===== config.mk =====
export PLATFORM = sky130hd
export DESIGN_NAME = rv32_multicycle_controller
export DESIGN_NICKNAME = d
export VERILOG_FILES = /design/src/rtl/rv32_multicycle_controller.sv
export SDC_FILE = /design/constraint.sdc
export NUM_CORES = 1
export LEC_CHECK = 0
export BUFFER_PORTS_ARGS = -buffer_cell sky130_fd_sc_hd__buf_4
export CAP_MARGIN = 10
export CORE_MARGIN = 5
export CORE_UTILIZATION = 35
export CTS_CLUSTER_DIAMETER = 50
export DETAILED_ROUTE_END_ITERATION = 10
export PLACE_DENSITY = 0.56
export SYNTH_ARGS = -nofsm -noshare
export SYNTH_HDL_FRONTEND = slang
export SYNTH_SLANG_ARGS = --single-unit

===== constraint.sdc =====
create_clock -name clk -period 3.4 [get_ports clk]
set_input_delay 0.34 -clock clk [delete_from_list [all_inputs] [get_ports clk]]
set_output_delay 0.34 -clock clk [all_outputs]
set_load 0.05 [all_outputs]

===== src/rtl/rv32_multicycle_controller.sv =====
// Multi-cycle RV32I control FSM: fetch/decode/execute/mem/wb sequencing, 3-5 cycles per instruction plus wait states.
// Stalls in FETCH/MEM while imem_ready/dmem_ready are low; traps after TIMEOUT_CYCLES consecutive waits.
module rv32_multicycle_controller #(
    parameter int TIMEOUT_CYCLES = 16,
    parameter int CNT_WIDTH      = 32
) (
    input  logic                 clk,
    input  logic                 rst_n,
    input  logic                 start,
    input  logic                 imem_ready,
    input  logic                 dmem_ready,
    input  logic [3:0]           dec_alu_control,
    input  logic                 dec_reg_write,
    input  logic                 dec_mem_read,
    input  logic                 dec_mem_write,
    input  logic                 dec_branch,
    input  logic                 branch_taken,
    output logic                 imem_req,
    output logic                 ir_we,
    output logic                 pc_we,
    output logic                 pc_sel,
    output logic                 alu_en,
    output logic                 dmem_req,
    output logic                 dmem_we,
    output logic                 rf_we,
    output logic                 rf_wsel,
    output logic                 busy,
    output logic                 trap,
    output logic [1:0]           trap_cause,
    output logic [2:0]           state,
    output logic [CNT_WIDTH-1:0] retired_count
);

    typedef enum logic [2:0] {
        S_IDLE    = 3'd0,
        S_FETCH   = 3'd1,
        S_DECODE  = 3'd2,
        S_EXECUTE = 3'd3,
        S_MEM     = 3'd4,
        S_WB      = 3'd5,
        S_TRAP    = 3'd6
    } state_t;

    localparam int            WW        = $clog2(TIMEOUT_CYCLES + 1);
    localparam logic [WW-1:0] WAIT_LAST = WW'(TIMEOUT_CYCLES - 1);

    state_t                 state_q, state_d;
    logic [WW-1:0]          wait_q, wait_d;
    logic                   is_load_q, is_load_d;
    logic                   is_store_q, is_store_d;
    logic                   is_branch_q, is_branch_d;
    logic                   reg_write_q, reg_write_d;
    logic [1:0]             trap_cause_q, trap_cause_d;
    logic [CNT_WIDTH-1:0]   retired_q, retired_d;
    logic                   retire;
    logic [WW-1:0]          wait_inc;

    // Saturating so a long stall can never alias back below the timeout threshold.
    assign wait_inc = (&wait_q) ? wait_q : wait_q + WW'(1);

    always_comb begin
        state_d      = state_q;
        wait_d       = '0;
        is_load_d    = is_load_q;
        is_store_d   = is_store_q;
        is_branch_d  = is_branch_q;
        reg_write_d  = reg_write_q;
        trap_cause_d = trap_cause_q;
        retire       = 1'b0;
        imem_req     = 1'b0;
        ir_we        = 1'b0;
        pc_we        = 1'b0;
        pc_sel       = 1'b0;
        alu_en       = 1'b0;
        dmem_req     = 1'b0;
        dmem_we      = 1'b0;
        rf_we        = 1'b0;
        rf_wsel      = 1'b0;
        trap         = 1'b0;
        case (state_q)
            S_IDLE: begin
                if (start) state_d = S_FETCH;
            end
            S_FETCH: begin
                imem_req = 1'b1;
                if (imem_ready) begin
                    ir_we   = 1'b1;
                    state_d = S_DECODE;
                end else if (wait_q == WAIT_LAST) begin
                    state_d      = S_TRAP;
                    trap_cause_d = 2'b01;
                end else begin
                    wait_d = wait_inc;
                end
            end
            S_DECODE: begin
                // A load+store combination is resolved as a load here.
                is_load_d   = dec_mem_read;
                is_store_d  = dec_mem_write & ~dec_mem_read;
                is_branch_d = dec_branch;
                reg_write_d = dec_reg_write;
                if (dec_alu_control == 4'hF ||
                    !(dec_reg_write | dec_mem_read | dec_mem_write | dec_branch)) begin
                    state_d      = S_TRAP;
                    trap_cause_d = 2'b10;
                end else begin
                    state_d = S_EXECUTE;
                end
            end
            S_EXECUTE: begin
                alu_en = 1'b1;
                if (is_branch_q) begin
                    pc_we   = 1'b1;
                    pc_sel  = branch_taken;
                    retire  = 1'b1;
                    state_d = S_FETCH;
                end else if (is_load_q | is_store_q) begin
                    state_d = S_MEM;
                end else begin
                    state_d = S_WB;
                end
            end
            S_MEM: begin
                dmem_req = 1'b1;
                dmem_we  = is_store_q;
                if (dmem_ready) begin
                    if (is_load_q) begin
                        state_d = S_WB;
                    end else begin
                        pc_we   = 1'b1;
                        retire  = 1'b1;
                        state_d = S_FETCH;
                    end
                end else if (wait_q == WAIT_LAST) begin
                    state_d      = S_TRAP;
                    trap_cause_d = 2'b11;
                end else begin
                    wait_d = wait_inc;
                end
            end
            S_WB: begin
                rf_we   = reg_write_q;
                rf_wsel = is_load_q;
                pc_we   = 1'b1;
                retire  = 1'b1;
                state_d = S_FETCH;
            end
            S_TRAP: begin
                trap = 1'b1;
            end
            default: begin
                state_d = S_IDLE;
            end
        endcase
        retired_d = retired_q + CNT_WIDTH'(retire);
    end

    assign busy          = (state_q == S_FETCH) || (state_q == S_DECODE) || (state_q == S_EXECUTE) ||
                           (state_q == S_MEM)   || (state_q == S_WB);
    assign trap_cause    = trap_cause_q;
    assign state         = state_q;
    assign retired_count = retired_q;

    always_ff @(posedge clk) begin
        if (!rst_n) begin
            state_q      <= S_IDLE;
            wait_q       <= '0;
            is_load_q    <= 1'b0;
            is_store_q   <= 1'b0;
            is_branch_q  <= 1'b0;
            reg_write_q  <= 1'b0;
            trap_cause_q <= 2'b00;
            retired_q    <= '0;
        end else begin
            state_q      <= state_d;
            wait_q       <= wait_d;
            is_load_q    <= is_load_d;
            is_store_q   <= is_store_d;
            is_branch_q  <= is_branch_d;
            reg_write_q  <= reg_write_d;
            trap_cause_q <= trap_cause_d;
            retired_q    <= retired_d;
        end
    end

endmodule


==> key figures <==
Floorplanning
  – Core Region: ~0.0064 sq mm
  – Die area: 0.00832 sq mm
  – Row cnt: 29
  – IO Count: 62
  – Die height: 91.2 um
  – Starting Density: 36.1%
  – Chip Width: 91.2 um

Clock network
  – Htree depth: 2
  – Root buffer cell: clkbuf_8
  – Num CTS Buffers: 5
  – Sink Count: 46
  – CTS tree: done
  – Worst skew pair latency: 0.29 ns
  – Post-CTS sizing: 0
  – Clock buffer depth: 2
  – Post-CTS Setup Bufs: 0
  – Clock transition at path regs: 0.09 ns
  – Hold_buf cts: 0

STA
  – Final count of negative-setup-slack endpoints: 0
  – Max Freq: 351 MHz
  – Clock skew: 0.00754 ns
  – Setup_tns: 0 ns
  – Tcrit/Tclk final: 83.8%
  – Measured slew at the worst slew-check pin: 0.742 ns
  – Final Slew Violations: 0
  – Final hold vios: 0
  – Slew Limit Headroom: 50.5%
  – RSZ-0062 raised after global routing: false
  – Fin crit period: 2.85 ns

Detailed routing
  – Routed Antenna Nets: 0
  – Pre-antenna DRT Iters: 4
  – Via-per-instance ratio: 5.51
  – Vias: 2265
  – Drt wl/cell: 15.0 um
  – DRC: 0
  – Initial drt markers: a little under 100
  – Final Routed Wirelength: approximately 6200 um

Layout
  – Synthesis-to-finish area growth: 26.7%
  – Commonest non-fill, non-tap cell in the layout: buf_4
  – # fillers: about 700
  – Commonest non-fill, non-tap cells in the layout: buf_4, dfxtp_1, nor2_1, a21oi_1, nand2_1
  – Share of layout cells above drive strength 1: 24.0%
  – Nets@finish: approximately 350
  – # diodes: 0
  – Final Cell Area: 0.00293 sq mm

Power
  – Static Leak: 1.15 nW
  – Power Density: 369 mW/mm^2
  – Max VDD drop: 183 uV

Yosys
  – Sequential-to-total area share from yosys stat: 39.9%
  – Synth Net Count: 294
  – Synth warn: 0
  – Synth Area in XOR/XNOR: under 10%
  – Synth top area cells: dfxtp_1, a21oi_1, nor2_1
  – Cell taking the most area after synthesis: dfxtp_1
  – Post-synthesis mux area share: 2.22%
  – Post-synthesis compound-gate area fraction: between 10% and 20%
  – Adder-cell share of the synthesized area: 2.17%
  – Mapped Area: 0.00231 sq mm
  – Mapped Cells: approximately 280
  – Yosys reg bits: 46
  – Simple logic cell fraction of the synthesized area: 31.9%
  – Largest family of logic cells by synthesized area: simple AND/OR/NAND/NOR gates
  – Yosys top cell area share: between 30% and 40%
  – Distinct cell type count after synthesis: 44
  – Syn avg cell area: 8.36 sq um

GRT
  – Pin count of the biggest net entering global routing: 33
  – First-pass GRT wire length: 10200 um
  – Gr usage total: 14.4%
  – Overflow after GRT: 0
  – Initial antenna violation count: 0
  – Vias in the first global route: 2170

Hold path
  – Hold Crit Depth: 3
  – Hold WC Path Type: in -> reg

Placed design
  – Routability congestion estimate from global placement: 0.935
  – Area after DPL: 0.00282 sq mm
  – I/O Buffers: 61
  – DP HPWL: 4420 um

Worst setup path
  – Crit start category: flip-flop
  – Crit path max fanout: 12
  – Crit path required time: 3.63 ns
  – Worst Setup End Kind: flip-flop
  – Critical path class: reg -> reg
  – Reg2reg path depth: 10
  – Critical path arrival: slightly above 3 ns

Outcome
  – Outcome: complete, no violations

Job
  – MaxCap Viol Count: 0
## registers in the layout (all words and copies together) (netlist names)
name / count
state: 3
retired_count: 32
reg_write_q: 1
wait_q: 5
trap_cause: 2
is_branch_q: 1
is_store_q: 1
is_load_q: 1
## where the power goes
part	total, mW	switching, mW	internal [mW]
sequential	0.560	0.0138	0.546
clock	0.389	0.183	0.206
combinational	0.130	0.0861	0.0444
total	1.08	0.283	0.796
## per-layer routing
layer  GRT usage, %  wire (um)
met3           4.38        417
met4           6.11        121
met2           21.5       2690
met1           19.3       2930
met5              0          0
## critical path, stage by stage (launching register included)
cell and delay [ns]:
dfxtp_1 0.55, nand2b_1 0.24, nor2_4 0.17, nand2_1 0.08, nand2_2 0.09, ha_1 0.15, ha_1 0.20, and3_1 0.37
nand4_1 0.31, or4_1 0.48, a21oi_1 0.14
## kinds of logic after synthesis
group	count (synthesis)
mux	5
compound gates	54
xor+xnor	13
flops	46
buf+inv	23
simple gates	131
fa+ha+maj	4
## Yosys cell counts, drive strengths merged
master,count
xnor2,4
a31oi,1
and3,7
nor2b,3
a41o,1
o21bai,2
nor3,7
clkbuf,9
or3,6
a22oi,1
nand4,13
o21ai,11
inv,9
dfxtp,46
ha,4
nand2b,4
a221oi,1
or4,10
nor3b,1
o32ai,1
nand2,17
a31o,1
o221ai,1
clkinv,1
o41ai,1
mux2i,4
nor4,3
buf,4
and4,4
and2,6
or4b,1
xor2,9
or3b,2
nor2,29
a21oi,24
nand3b,1
o31ai,9
nand4b,2
mux2,1
nand3,15
## metrics by stage
stage	hold WS (ns)	instances	total power, mW	worst slack, ns	utilization [%]
floorplan	0.452	276	0.654	0.0895	-
global route	0.318	411	1.12	0.310	45.8
detailed placement	0.461	403	0.701	0.652	44.1
global placement	0.468	403	0.702	0.737	44.1
finish	0.295	411	1.08	0.551	45.8
CTS	0.288	411	1.09	0.606	45.8
## worst paths after layout
| path | to | startpoint | slack (ns) |
|---|---|---|---|
| setup / recovery | retired_count[28] | state[0] | 0.55 |
| hold / removal | reg_write_q | dec_reg_write | 0.30 |
| setup reg to reg | retired_count[28] | state[0] | 0.55 |
| hold reg to reg | retired_count[31] | retired_count[31] | 0.47 |
## area by class of cell
class,count,area [sq um],share of cell area [%]
flip-flops and latches,46,921,31.5
well taps,77,96.3,3.29
clock buffers,8,110,3.76
multi-input cells,207,1290,44.0
inverters,10,37.5,1.28
repair buffers,63,473,16.2
Note: power is estimated with default switching activity, not from simulation.
